File: config.mk
export PLATFORM = sky130hd
export DESIGN_NAME = misc_alu_unit
export DESIGN_NICKNAME = d
export VERILOG_FILES = /design/src/rtl/misc_alu_pkg.sv /design/src/rtl/misc_alu_pop4.sv /design/src/rtl/misc_alu_unit.sv
export SDC_FILE = /design/constraint.sdc
export NUM_CORES = 1
export LEC_CHECK = 0
export CAP_MARGIN = 20
export CORE_ASPECT_RATIO = 0.5
export CORE_UTILIZATION = 40
export CTS_BUF_LIST = sky130_fd_sc_hd__clkbuf_4 sky130_fd_sc_hd__clkbuf_8
export DETAILED_ROUTE_END_ITERATION = 10
export PLACE_DENSITY = 0.67
export REMOVE_ABC_BUFFERS = 1
export SLEW_MARGIN = 30
export SYNTH_ARGS = -nofsm -noshare
export SYNTH_HDL_FRONTEND = slang
export SYNTH_SLANG_ARGS = --single-unit
File: constraint.sdc
create_clock -name clk -period 2.3 [get_ports clk]
set_input_delay 0.69 -clock clk [delete_from_list [all_inputs] [get_ports clk]]
set_output_delay 0.69 -clock clk [all_outputs]
set_load 0.02 [all_outputs]
File: src/rtl/misc_alu_pkg.sv
// rtl/misc_alu_pkg.sv - opcode/state encodings and constants for misc_alu_unit
package misc_alu_pkg;

  typedef enum logic [2:0] {
    OP_INC = 3'd0,
    OP_DEC = 3'd1,
    OP_SLT = 3'd2,
    OP_SGT = 3'd3,
    OP_LUI = 3'd4,
    OP_HAM = 3'd5
  } op_e;

  typedef enum logic [1:0] {
    ST_IDLE    = 2'd0,
    ST_HAM_RUN = 2'd1,
    ST_RESP    = 2'd2
  } state_e;

  localparam int HAM_NIBBLES = 8;

endpackage

File: src/rtl/misc_alu_pop4.sv
// rtl/misc_alu_pop4.sv - population count of one nibble
module misc_alu_pop4 (
  input  logic [3:0] nib,
  output logic [2:0] cnt
);

  assign cnt = {2'b00, nib[0]} + {2'b00, nib[1]} + {2'b00, nib[2]} + {2'b00, nib[3]};

endmodule

File: src/rtl/misc_alu_unit.sv
// rtl/misc_alu_unit.sv - sequential INC/DEC/SLT/SGT/LUI/HAM execute unit
// MISC_ALU_HAM_FAST_EN selects a single-cycle HAM instead of the nibble-serial loop.
module misc_alu_unit
  import misc_alu_pkg::*;
(
  input  logic        clk,
  input  logic        rst_n,
  input  logic        in_valid,
  output logic        in_ready,
  input  logic [2:0]  in_op,
  input  logic [31:0] in_a,
  input  logic [31:0] in_b,
  input  logic [15:0] in_imm,
  output logic        out_valid,
  input  logic        out_ready,
  output logic [31:0] out_result,
  output logic        out_flag,
  output logic        out_err
);

  state_e      state_q, state_d;
  logic        rdy_q, rdy_d;
  logic [31:0] result_q, result_d;
  logic        flag_q, flag_d;
  logic        err_q, err_d;
  logic        accept;
  logic [32:0] inc_sum;
  logic [32:0] dec_diff;
  logic [31:0] simple_res;
  logic        simple_flag;
  logic        simple_err;

`ifdef MISC_ALU_HAM_FAST_EN
  logic [2:0] nib_cnt [HAM_NIBBLES];
  logic [3:0] sum_l1 [4];
  logic [4:0] sum_l2 [2];
  logic [5:0] fast_pop;

  for (genvar g = 0; g < HAM_NIBBLES; g++) begin : g_pop
    misc_alu_pop4 u_pop4 (
      .nib (in_a[4*g +: 4]),
      .cnt (nib_cnt[g])
    );
  end

  always_comb begin
    for (int i = 0; i < 4; i++) begin
      sum_l1[i] = {1'b0, nib_cnt[2*i]} + {1'b0, nib_cnt[2*i+1]};
    end
    for (int i = 0; i < 2; i++) begin
      sum_l2[i] = {1'b0, sum_l1[2*i]} + {1'b0, sum_l1[2*i+1]};
    end
    fast_pop = {1'b0, sum_l2[0]} + {1'b0, sum_l2[1]};
  end
`else
  logic [31:0] shift_q, shift_d;
  logic [5:0]  acc_q, acc_d;
  logic [5:0]  acc_next;
  logic [2:0]  cnt_q, cnt_d;
  logic [2:0]  nib_pop;
  logic        is_ham;

  misc_alu_pop4 u_pop4 (
    .nib (shift_q[3:0]),
    .cnt (nib_pop)
  );

  assign acc_next = acc_q + {3'b000, nib_pop};
`endif

  // In reset the state is already IDLE, so readiness is a separate flop held low until the first edge.
  assign accept     = in_valid & rdy_q;
  assign in_ready   = rdy_q;
  assign out_valid  = (state_q == ST_RESP);
  assign out_result = result_q;
  assign out_flag   = flag_q;
  assign out_err    = err_q;

  always_comb begin
    inc_sum     = {1'b0, in_a} + 33'd1;
    dec_diff    = {1'b0, in_a} - 33'd1;
    simple_res  = '0;
    simple_flag = 1'b0;
    simple_err  = 1'b0;
`ifndef MISC_ALU_HAM_FAST_EN
    is_ham      = 1'b0;
`endif
    case (op_e'(in_op))
      OP_INC: begin
        simple_res  = inc_sum[31:0];
        simple_flag = inc_sum[32];
      end
      OP_DEC: begin
        simple_res  = dec_diff[31:0];
        simple_flag = dec_diff[32];
      end
      OP_SLT: simple_res = {31'd0, $signed(in_a) < $signed(in_b)};
      OP_SGT: simple_res = {31'd0, $signed(in_a) > $signed(in_b)};
      OP_LUI: simple_res = {in_imm, 16'h0000};
      OP_HAM: begin
`ifdef MISC_ALU_HAM_FAST_EN
        simple_res = {26'd0, fast_pop};
`else
        is_ham = 1'b1;
`endif
      end
      default: simple_err = 1'b1;
    endcase
  end

  always_comb begin
    state_d  = state_q;
    result_d = result_q;
    flag_d   = flag_q;
    err_d    = err_q;
`ifndef MISC_ALU_HAM_FAST_EN
    shift_d  = shift_q;
    acc_d    = acc_q;
    cnt_d    = cnt_q;
`endif
    case (state_q)
      ST_IDLE: begin
        if (accept) begin
          result_d = simple_res;
          flag_d   = simple_flag;
          err_d    = simple_err;
          state_d  = ST_RESP;
`ifndef MISC_ALU_HAM_FAST_EN
          if (is_ham) begin
            shift_d = in_a;
            acc_d   = '0;
            cnt_d   = '0;
            state_d = ST_HAM_RUN;
          end
`endif
        end
      end
`ifndef MISC_ALU_HAM_FAST_EN
      ST_HAM_RUN: begin
        acc_d   = acc_next;
        shift_d = {4'h0, shift_q[31:4]};
        cnt_d   = cnt_q + 3'd1;
        if (cnt_q == 3'(HAM_NIBBLES - 1)) begin
          result_d = {26'd0, acc_next};
          flag_d   = 1'b0;
          err_d    = 1'b0;
          state_d  = ST_RESP;
        end
      end
`endif
      ST_RESP: begin
        if (out_ready) begin
          state_d = ST_IDLE;
        end
      end
      default: state_d = ST_IDLE;
    endcase
    rdy_d = (state_d == ST_IDLE);
  end

  always_ff @(posedge clk or negedge rst_n) begin
    if (!rst_n) begin
      state_q  <= ST_IDLE;
      rdy_q    <= 1'b0;
      result_q <= '0;
      flag_q   <= 1'b0;
      err_q    <= 1'b0;
    end else begin
      state_q  <= state_d;
      rdy_q    <= rdy_d;
      result_q <= result_d;
      flag_q   <= flag_d;
      err_q    <= err_d;
    end
  end

`ifndef MISC_ALU_HAM_FAST_EN
  always_ff @(posedge clk or negedge rst_n) begin
    if (!rst_n) begin
      shift_q <= '0;
      acc_q   <= '0;
      cnt_q   <= '0;
    end else begin
      shift_q <= shift_d;
      acc_q   <= acc_d;
      cnt_q   <= cnt_d;
    end
  end
`endif

endmodule
==> impl_metrics.json <==
{
  "hold_buffers": 0,
  "placementRows": 30,
  "holdCritPathClass": "in -> async",
  "drv_slew": 0,
  "grt_antenna_before_repair": 0,
  "criticalPathCategory": "in -> reg",
  "final_antenna_net_count": 0,
  "overflow": 0,
  "ys_warn_count": 0,
  "synth_top_family_by_area": "simple AND/OR/NAND/NOR gates",
  "clockBufferDepth": 2,
  "dp_cells": 1055,
  "synthMuxAreaShare": 0.00179,
  "skew_ns": 0.0115,
  "cp.arrival_ns": 2.85,
  "period_needed_ns": 2.60,
  "dr.pass1.iters": 5,
  "leakage_uw": 0.00409,
  "gp_congestion": 0.900,
  "crit_required_ns": 2.56,
  "worstSetupEndpointType": "flop",
  "finalNonFillerCells": 1087,
  "rsz0062_at_grt": "yes",
  "synthFlopType": "dfrtp_1",
  "cts_tree": "yes",
  "diodes": 0,
  "vdd_ir_drop_max_v": 0.000523,
  "fmaxAchievable_ghz": 0.385,
  "critPathMaxFanout": 3,
  "grt_pass1_vias": 5665,
  "slew_headroom": 0.658,
  "ys_types": 63,
  "core-area_um2": 13600,
  "ys_seq_area_frac": 0.349,
  "synth-compound-area-share": 0.184,
  "insertion_delay_ns": 0.37,
  "cts_sinks": 78,
  "drc": 0,
  "tightestPinTransition_ns": 0.513,
  "root_buffer": "clkbuf_8",
  "synth-simple-area-share": 0.232,
  "fp.dieH_um": 85.6,
  "setup_slack_ns": -0.296,
  "violations": "setup timing",
  "grt.total_usage": 0.261,
  "maxCapViolations": 0,
  "synth_xor_area_frac": 0.0642,
  "dieArea_um2": 14500,
  "layout-drive-gt1-share": 0.344,
  "area_growth_pct": 59.9,
  "grt_max_degree": 46,
  "route.vias.total": 6033,
  "synth_edf_count": 0,
  "via_per_inst": 5.55,
  "yosys-top-cells-area": "dfrtp_1 (35%), ha_1 (9.2%), nand2_1 (7.5%)",
  "drt_iter0_drc": 617,
  "fp.dieW_um": 169,
  "dp_hpwl_um": 13800,
  "dp_slack_ns": -0.928,
  "ys_ff_latch": 78,
  "start_kind": "input port",
  "post-route-period-util": 1.13,
  "wl_per_cell_um": 18.2,
  "final-hold-violation-count": 0,
  "start_util": 0.411,
  "ios": 123,
  "nets": 1020,
  "finalWirelength_um": 19800,
  "synthAdderAreaFrac": 0.0989,
  "startpoint": "in_a[12]",
  "htreeDepth": 3,
  "numPortBuffers": 122,
  "power.density_nw_per_um2": 828,
  "r2r-start": "shift_q[1]",
  "numCtsBuffers": 9,
  "yosys.area.top_type": "dfrtp_1",
  "post-layout-total-power_uw": 7400,
  "grt_pass1_wl_um": 29300,
  "status": "complete, but fails checks",
  "syn_inst": 669,
  "final-setup-viol-count": 21,
  "clk_pin_slew_ns": 0.09,
  "fill_cells": 1123,
  "synth_top_area_frac": 0.349,
  "synthArstFlopShare": 1.00,
  "avgSynthCellArea_um2": 8.36,
  "netlist_area_um2": 5590
}
## cell families (layout without fill, tap and decap cells)
group	after synthesis	count (layout)
multiplexers	1	1
AO/OA/AOI/OAI	158	158
flip-flops	78	78
buffers and inverters	83	309
XOR/XNOR	41	41
AND/OR/NAND/NOR	265	265
adder cells (fa/ha/maj)	43	43
## metrics by stage
step                      instance area (um2)  hold WS [ns]   util  TNS (ns)
after global placement                   7730         0.466  0.569    -34.28
final                                    8940         0.269  0.658     -3.37
after floorplan                          5370         0.394      -    -33.81
after detailed placement                 7730         0.474  0.569    -36.14
after CTS                                8260         0.289  0.608     -3.06
after global routing                     8940         0.296  0.658     -5.20
## report_power, final
group | internal (uW) | total [uW] | switching (uW)
Clock | 634 | 1230 | 592
Combinational | 1820 | 3820 | 2000
Sequential | 1970 | 2360 | 386
Total | 4430 | 7400 | 2980
## what timing repair did
| item | in CTS | in global routing |
|---|---|---|
| resized for setup | 119 | 190 |
| pin swaps | 48 | 75 |
| setup buffers | 7 | 12 |
| cloned | 0 | 0 |
| setup endpoints to repair | 64 | 29 |
## critical path, cell delays in order
cell	delay, ns
buf_6	0.09
or4_4	0.56
nor4_4	0.26
buf_4	0.19
nand3_4	0.09
or4_4	0.54
o31ai_4	0.22
xnor2_2	0.14
o21ai_1	0.07
## worst paths after layout
| check | to | slack, ns | cells past startpoint |
|---|---|---|---|
| worst max-delay path | out_result[26] | -0.30 | 9 |
| worst min-delay path | shift_q[4] | 0.27 | 1 |
| worst max register to register | out_result[5] | -0.30 | 13 |
| worst min register to register | cnt_q[0] | 0.49 | 1 |
| max in group asynchronous | out_result[18] | 1.41 | 2 |
| min in group clk | cnt_q[0] | 0.49 | 1 |
## final cells by class
cell class / instances / area, um2 / area share
inverters: 44 / 173 / 0.0193
flip-flops and latches: 78 / 1950 / 0.218
multi-input cells: 508 / 4040 / 0.452
clock buffers: 10 / 131 / 0.0147
clock inverters: 6 / 93.8 / 0.0105
repair buffers: 249 / 2310 / 0.259
well taps: 192 / 240 / 0.0269
## synthesized netlist by cell type, drive strengths merged (17+ instances only)
cell,n
nor3,20
dfrtp,78
xor2,24
inv,44
ha,41
clkbuf,30
nor2,54
xnor2,17
a21oi,25
a31oi,34
o21ai,40
nand2,112
## registers in the layout, indices dropped and copies added (netlist names)
signal and cells:
acc_q 6, out_result 32, out_flag 1, in_ready 1, state_q 2, out_err 1
shift_q 32, cnt_q 3
## metal layers
| layer | global-route usage | up-vias | routed length [um] |
|---|---|---|---|
| met5 | 0 | - | 0 |
| met4 | 0.0467 | 0 | 261 |
| met3 | 0.0508 | 38 | 1430 |
| met2 | 0.416 | 247 | 9290 |
| met1 | 0.372 | 2943 | 8830 |
| li1 | - | 2805 | - |
## cells in the final DEF (no fill, tap or decap), types with 19 or more instances in the layout
| cell | count |
|---|---|
| buf_4 | 110 |
| nand2_1 | 105 |
| clkdlybuf4s50_1 | 59 |
| xor2_1 | 24 |
| inv_2 | 28 |
| a31oi_1 | 34 |
| dlymetal6s2s_1 | 29 |
| o21ai_1 | 19 |
| ha_4 | 30 |
| buf_6 | 25 |
| nor2_1 | 49 |
| dfrtp_1 | 78 |
Power figures use the tool's default switching activity.
